**config.mk**
```make
export PLATFORM = sky130hd
export DESIGN_NAME = round_key_store
export DESIGN_NICKNAME = d
export VERILOG_FILES = /design/src/rtl/round_key_store.sv
export SDC_FILE = /design/constraint.sdc
export NUM_CORES = 2
export LEC_CHECK = 0
export BUFFER_PORTS_ARGS = -buffer_cell sky130_fd_sc_hd__buf_2
export CORE_ASPECT_RATIO = 1.2
export CORE_MARGIN = 2
export CORE_UTILIZATION = 61
export CTS_CLUSTER_SIZE = 8
export DETAILED_ROUTE_END_ITERATION = 8
export PLACE_DENSITY = 0.79
export SYNTH_ARGS = -nofsm -noshare
export SYNTH_HDL_FRONTEND = slang
export SYNTH_SLANG_ARGS = --single-unit
```
**constraint.sdc**
```tcl
create_clock -name clk -period 12.1 [get_ports clk]
set_input_delay 0.605 -clock clk [delete_from_list [all_inputs] [get_ports clk]]
set_output_delay 0.605 -clock clk [all_outputs]
set_load 0.005 [all_outputs]
```
**src/rtl/round_key_store.sv**
```systemverilog
// round_key_store: buffers up to NUM_KEYS expanded subkeys and streams them to
// the cipher core in forward (encrypt) or reverse (decrypt) order. The stream
// stalls on any entry the expander has not written yet.
//
// Handshake: the store holds rk_valid, rk_data, rk_round and rk_last stable
// until the core accepts with rk_ready. A beat transfers on the rising edge
// where rk_valid && rk_ready. rk_valid never depends combinationally on
// rk_ready.
module round_key_store #(
    parameter int NUM_KEYS = 15,
    parameter int KEY_W    = 128
) (
    input  logic                clk,
    input  logic                reset,
    input  logic                wr_en,
    input  logic [3:0]          waddr,
    input  logic [KEY_W-1:0]    wdata,
    input  logic                clear_valid,
    input  logic                rd_start,
    input  logic [1:0]          key_len,
    input  logic                decrypt,
    output logic                rk_valid,
    input  logic                rk_ready,
    output logic [KEY_W-1:0]    rk_data,
    output logic [3:0]          rk_round,
    output logic                rk_last,
    output logic                busy,
    output logic [1:0]          dbg_state,
    output logic [NUM_KEYS-1:0] dbg_vbits
);

    typedef enum logic [1:0] {
        IDLE = 2'd0,
        WAIT = 2'd1,
        SEND = 2'd2
    } state_t;

    localparam logic [3:0] LAST_ADDR = 4'(NUM_KEYS - 1);

    logic [KEY_W-1:0]    mem [NUM_KEYS];
    logic [NUM_KEYS-1:0] vbits;
    state_t              state;
    state_t              state_nxt;
    logic [3:0]          idx;
    logic [3:0]          nr_q;
    logic                dec_q;
    logic [3:0]          nr_in;
    logic [3:0]          end_idx;
    logic                start_ok;
    logic                abort;
    logic                handshake;
    logic                wr_ok;

    assign wr_ok     = wr_en && (waddr <= LAST_ADDR);
    assign start_ok  = (state == IDLE) && rd_start && (key_len != 2'b00);
    assign abort     = clear_valid && (state != IDLE);
    assign handshake = rk_valid && rk_ready;
    assign end_idx   = dec_q ? 4'd0 : nr_q;
    assign busy      = (state != IDLE);
    assign dbg_state = state;
    assign dbg_vbits = vbits;

    // Last round index for the requested key length.
    always_comb begin
        nr_in = 4'd0;
        case (key_len)
            2'b01:   nr_in = 4'd10;
            2'b10:   nr_in = 4'd12;
            2'b11:   nr_in = 4'd14;
            default: nr_in = 4'd0;
        endcase
    end

    // Subkey storage; not reset, only the valid bits qualify its contents.
    always_ff @(posedge clk) begin
        if (wr_ok) begin
            mem[waddr] <= wdata;
        end
    end

    // Valid bits: a write wins over a coincident clear for its own address.
    always_ff @(posedge clk) begin
        if (reset) begin
            vbits <= '0;
        end else begin
            if (clear_valid) begin
                vbits <= '0;
            end
            if (wr_ok) begin
                vbits[waddr] <= 1'b1;
            end
        end
    end

    // Sequencer state register.
    always_ff @(posedge clk) begin
        if (reset) begin
            state <= IDLE;
        end else begin
            state <= state_nxt;
        end
    end

    // Next-state logic; a clear while busy aborts from any state.
    always_comb begin
        state_nxt = state;
        case (state)
            IDLE:    if (start_ok) state_nxt = WAIT;
            WAIT:    if (vbits[idx]) state_nxt = SEND;
            SEND:    if (handshake) state_nxt = rk_last ? IDLE : WAIT;
            default: state_nxt = IDLE;
        endcase
        if (abort) begin
            state_nxt = IDLE;
        end
    end

    // Sequence context, index stepping and the registered output beat.
    always_ff @(posedge clk) begin
        if (reset) begin
            rk_valid <= 1'b0;
            rk_data  <= '0;
            rk_round <= 4'd0;
            rk_last  <= 1'b0;
            idx      <= 4'd0;
            nr_q     <= 4'd0;
            dec_q    <= 1'b0;
        end else if (abort) begin
            rk_valid <= 1'b0;
            rk_last  <= 1'b0;
        end else begin
            case (state)
                IDLE: begin
                    if (start_ok) begin
                        nr_q  <= nr_in;
                        dec_q <= decrypt;
                        idx   <= decrypt ? nr_in : 4'd0;
                    end
                end
                WAIT: begin
                    if (vbits[idx]) begin
                        rk_data  <= mem[idx];
                        rk_round <= idx;
                        rk_last  <= (idx == end_idx);
                        rk_valid <= 1'b1;
                    end
                end
                SEND: begin
                    if (handshake) begin
                        rk_valid <= 1'b0;
                        rk_last  <= 1'b0;
                        // The end index stops the sequence before any step past 0 or 14.
                        if (!rk_last) begin
                            idx <= dec_q ? idx - 4'd1 : idx + 4'd1;
                        end
                    end
                end
                default: ;
            endcase
        end
    end

endmodule

```
==> summary.txt <==
Status
  – Status: finished, final reports clean

STA
  – Tmin final: roughly 5.2 ns
  – Slew @ Worst Pin: between 1 and 1.5 ns
  – Achievable Freq: approximately 190 MHz
  – Final setup fails: 0
  – Pins over their slew limit: 0
  – RSZ-0062 raised after global routing: no
  – Final Hold Viols: 0
  – Slew headroom: approximately a quarter
  – Post-route setup TNS: 0 ns
  – Crit share post-route: between 40% and 50%
  – Clock skew: roughly 0.04 ns

Min path
  – Hold Startpoint: wdata[72]
  – Hold Crit Depth: 1
  – Hold EP: mem[13][72]
  – Hold crit path type: input pin to flip-flop

Power
  – Sw Share: 21.2%
  – Combinational share of power: 4.9%
  – Pwr Total: 16,600 uW
  – Seq pwr share: between 40% and 50%
  – Max VDD drop: ~0.15 mV
  – P_int: 13,100 uW
  – Leakage: around 0.028 uW
  – Net switching power: around 3500 uW
  – Pwr dens: ~190 nW/um2
  – Clock power share: a little under half

Logic synthesis
  – Syn Nets: around 3,900
  – Sequential share of the synthesized area: 78.3%
  – Average size of a mapped cell: roughly 21 um2
  – Post-synth EDFFs: 1,920
  – Main combinational cell family by area after synthesis: multiplexers
  – Share of the synthesized area in the top cell type: 74.2%
  – Main flop type after synthesis: edfxtp_1
  – Compound-gate portion of the synthesized area: under 10%
  – Synth cell count leaders: edfxtp_1, mux4_2, a22oi_1
  – Area leader, netlist: edfxtp_1
  – Xor and xnor fraction of the mapped netlist area: less than 1%
  – Yosys reg bits: 2,079
  – Simple-gate share of the synthesized area: under 10%
  – Synth Area in Adders: less than 1%
  – Top cells by area, synth: edfxtp_1, mux4_2, dfxtp_1, a22oi_1, mux2i_1
  – Async S/R FF share, synth: 0%
  – Count of different cell masters after synthesis: 43
  – Post-Syn Area: roughly 78,000 um2
  – Synthesized instance count: around 3,800
  – Post-synthesis mux area share: 12.9%
  – Ys Warns: 0
  – Most frequent cell after synthesis: edfxtp_1

Clock tree
  – Clock Root Buffer: clkbuf_16
  – Worst-path clk slew: roughly 0.05 ns
  – Setup Fix Bufs, Post-CTS: 0
  – Total CTS buffers: 310
  – CTS max path bufs: 4
  – Hold buffer count at CTS: 4
  – Clk Latency, worst-skew pair: approximately 0.90 ns
  – Post-CTS Resized: 0
  – Clock sinks: roughly 2,100
  – Htree depth: 5
  – CTS tree: yes

Placement
  – Routability cong.: ~0.8
  – DPL Wire Length: just over 90,000 um
  – Port buffer count: about 290

Global routing
  – Gr usage total: around 31%
  – First-pass GRT wire length: just under 300,000 um
  – Grt ovf: 0
  – Antenna violations before repair: 48
  – Vias in the first global route: ~44,000
  – Largest net degree at the start of global routing: ~110

Detailed routing
  – Vias/cell: 6.94
  – Final ANT Viol Nets: 0
  – DRT Wirelength: approximately 200,000 um
  – Vias: between 40,000 and 50,000
  – DRT Pass-1 Iters: 8
  – Per-cell routed wire length: 33.0 um
  – DR iter-0 viols: between 5,000 and 6,000
  – Final routed DRC violation total: 0

Setup path
  – Crit path cell chain: buf_4 -> nor2b_1 -> a221oi_2 -> nand3_1 -> nand2_4 -> buf_4 -> buf_4 -> a311oi_1
  – Critical register-to-register path startpoint: idx[1]
  – Setup CP Type: flip-flop to flip-flop
  – Max stage delay cell, worst path: buf_4
  – Depth of the worst register-to-register path: 8
  – Buffers & Inverters on Critical Path: 3
  – Worst r2r dst: rk_data[64]
  – CP endpoint kind: flip-flop
  – Max stage delay on crit path: between 0.8 and 0.9 ns
  – Critical path required time: about 13 ns
  – Worst Path Max Fanout: 68
  – Critical path depth in cells: 8
  – Setup slack, reg-to-reg: about 7 ns
  – Crit path DAT: approximately 5.9 ns
  – Crit-path most repeated cell: buf_4
  – Crit start category: flip-flop
  – CP top delay family: buffers and inverters

Cells and area
  – Share of cells above drive strength 1: between 20% and 30%
  – Fin nets: between 4,000 and 5,000
  – Synthesis-to-layout area growth: 15.4%

Floorplanning
  – Core Region: 126,000 um2
  – Die ar.: between 100,000 and 150,000 um2
  – Initial Utilization: between 60% and 70%
  – Die Wd: approximately 330 um
  – I/O pin count: a little under 300
  – Die Y: about 390 um
  – Row cnt: approximately 140

Run
  – MaxCap Viol Count: 0
==> flip-flops by register name, summed over array words and instances (netlist names) <==
signal,count
mem,1920
rk_data,128
dbg_vbits,15
idx,4
rk_round,4
nr_q,3
dbg_state,2
dec_q,1
rk_last,1
rk_valid,1
==> worst reg2reg max path, cell delays in order (launching register included) <==
cell and delay (ns):
dfxtp_4 0.83, buf_4 0.78, nor2b_1 0.17, a221oi_2 0.34, nand3_1 0.30, nand2_4 0.46
buf_4 0.86, buf_4 0.90, a311oi_1 0.40
==> worst max path at each step <==
stage,start,endpoint
after floorplan,waddr[1],mem[0][0]
after global placement,idx[1],rk_data[62]
after detailed placement,idx[1],rk_data[66]
after CTS,idx[1],rk_data[64]
after global routing,idx[1],rk_data[115]
final,idx[1],rk_data[64]
==> cells by family after synthesis <==
logic type | after synthesis
AO/OA/AOI/OAI | 569
XOR/XNOR | 5
adder cells (fa/ha/maj) | 3
buffers and inverters | 260
flip-flops | 2079
multiplexers | 519
AND/OR/NAND/NOR | 345
==> area by class of cell <==
| type | count | area [um2] |
|---|---|---|
| Sequential cell | 2079 | 60800 |
| Fill cell | 7045 | 36900 |
| Multi-Input combinational cell | 1441 | 15800 |
| Clock buffer | 505 | 8560 |
| Tap cell | 1667 | 2090 |
| Timing Repair Buffer | 368 | 2070 |
| Inverter | 13 | 86.3 |
| Clock inverter | 7 | 82.6 |
| Antenna cell | 31 | 77.6 |
==> metal layers <==
metal | GRT usage, % | vias to the layer above | routed length (um)
li1 | - | 16761 | -
met3 | 7.91 | 601 | 24000
met5 | 0 | - | 240
met4 | 15.0 | 36 | 8690
met1 | 41.3 | 21822 | 69900
met2 | 49.0 | 3179 | 99100
==> layout by cell type, fill, tap and decap left out, types with 7 or more instances in the layout <==
cell type / count
edfxtp_1: 1920
mux4_2: 384
clkbuf_16: 313
buf_2: 291
a22oi_1: 257
clkbuf_1: 191
dfxtp_1: 156
nand2_1: 145
o21ai_0: 139
mux2i_1: 133
nor3_1: 130
a311oi_1: 130
buf_4: 70
diode_2: 31
a21oi_1: 27
nor2_1: 20
nor2_4: 14
inv_1: 7
nor2b_1: 7
==> power groups by stage <==
| stage | clock, uW | combinational [uW] | sequential [uW] |
|---|---|---|---|
| after global routing | 8030 | 847 | 8090 |
| after CTS | 7740 | 791 | 8090 |
| after detailed placement | 0 | 768 | 8220 |
| after global placement | 0 | 749 | 8210 |
| final | 7700 | 805 | 8090 |
| after floorplan | 0 | 460 | 8200 |
==> metrics by stage <==
stage / utilization [%] / area, um2 / worst slack, ns / std cells / hold WS (ns)
detailed placement: 63.9 / 80900 / 7.05 / 5564 / 0.462
global route: 70.8 / 89600 / 6.79 / 6097 / 0.0552
CTS: 70.8 / 89600 / 6.98 / 6080 / 0.0202
global placement: 63.9 / 80900 / 7.20 / 5564 / 0.449
floorplan: - / 77700 / 1.52 / 3780 / 0.432
finish: 70.9 / 89600 / 6.85 / 6111 / 0.0716
No activity file was read; power rests on OpenSTA's default activity.
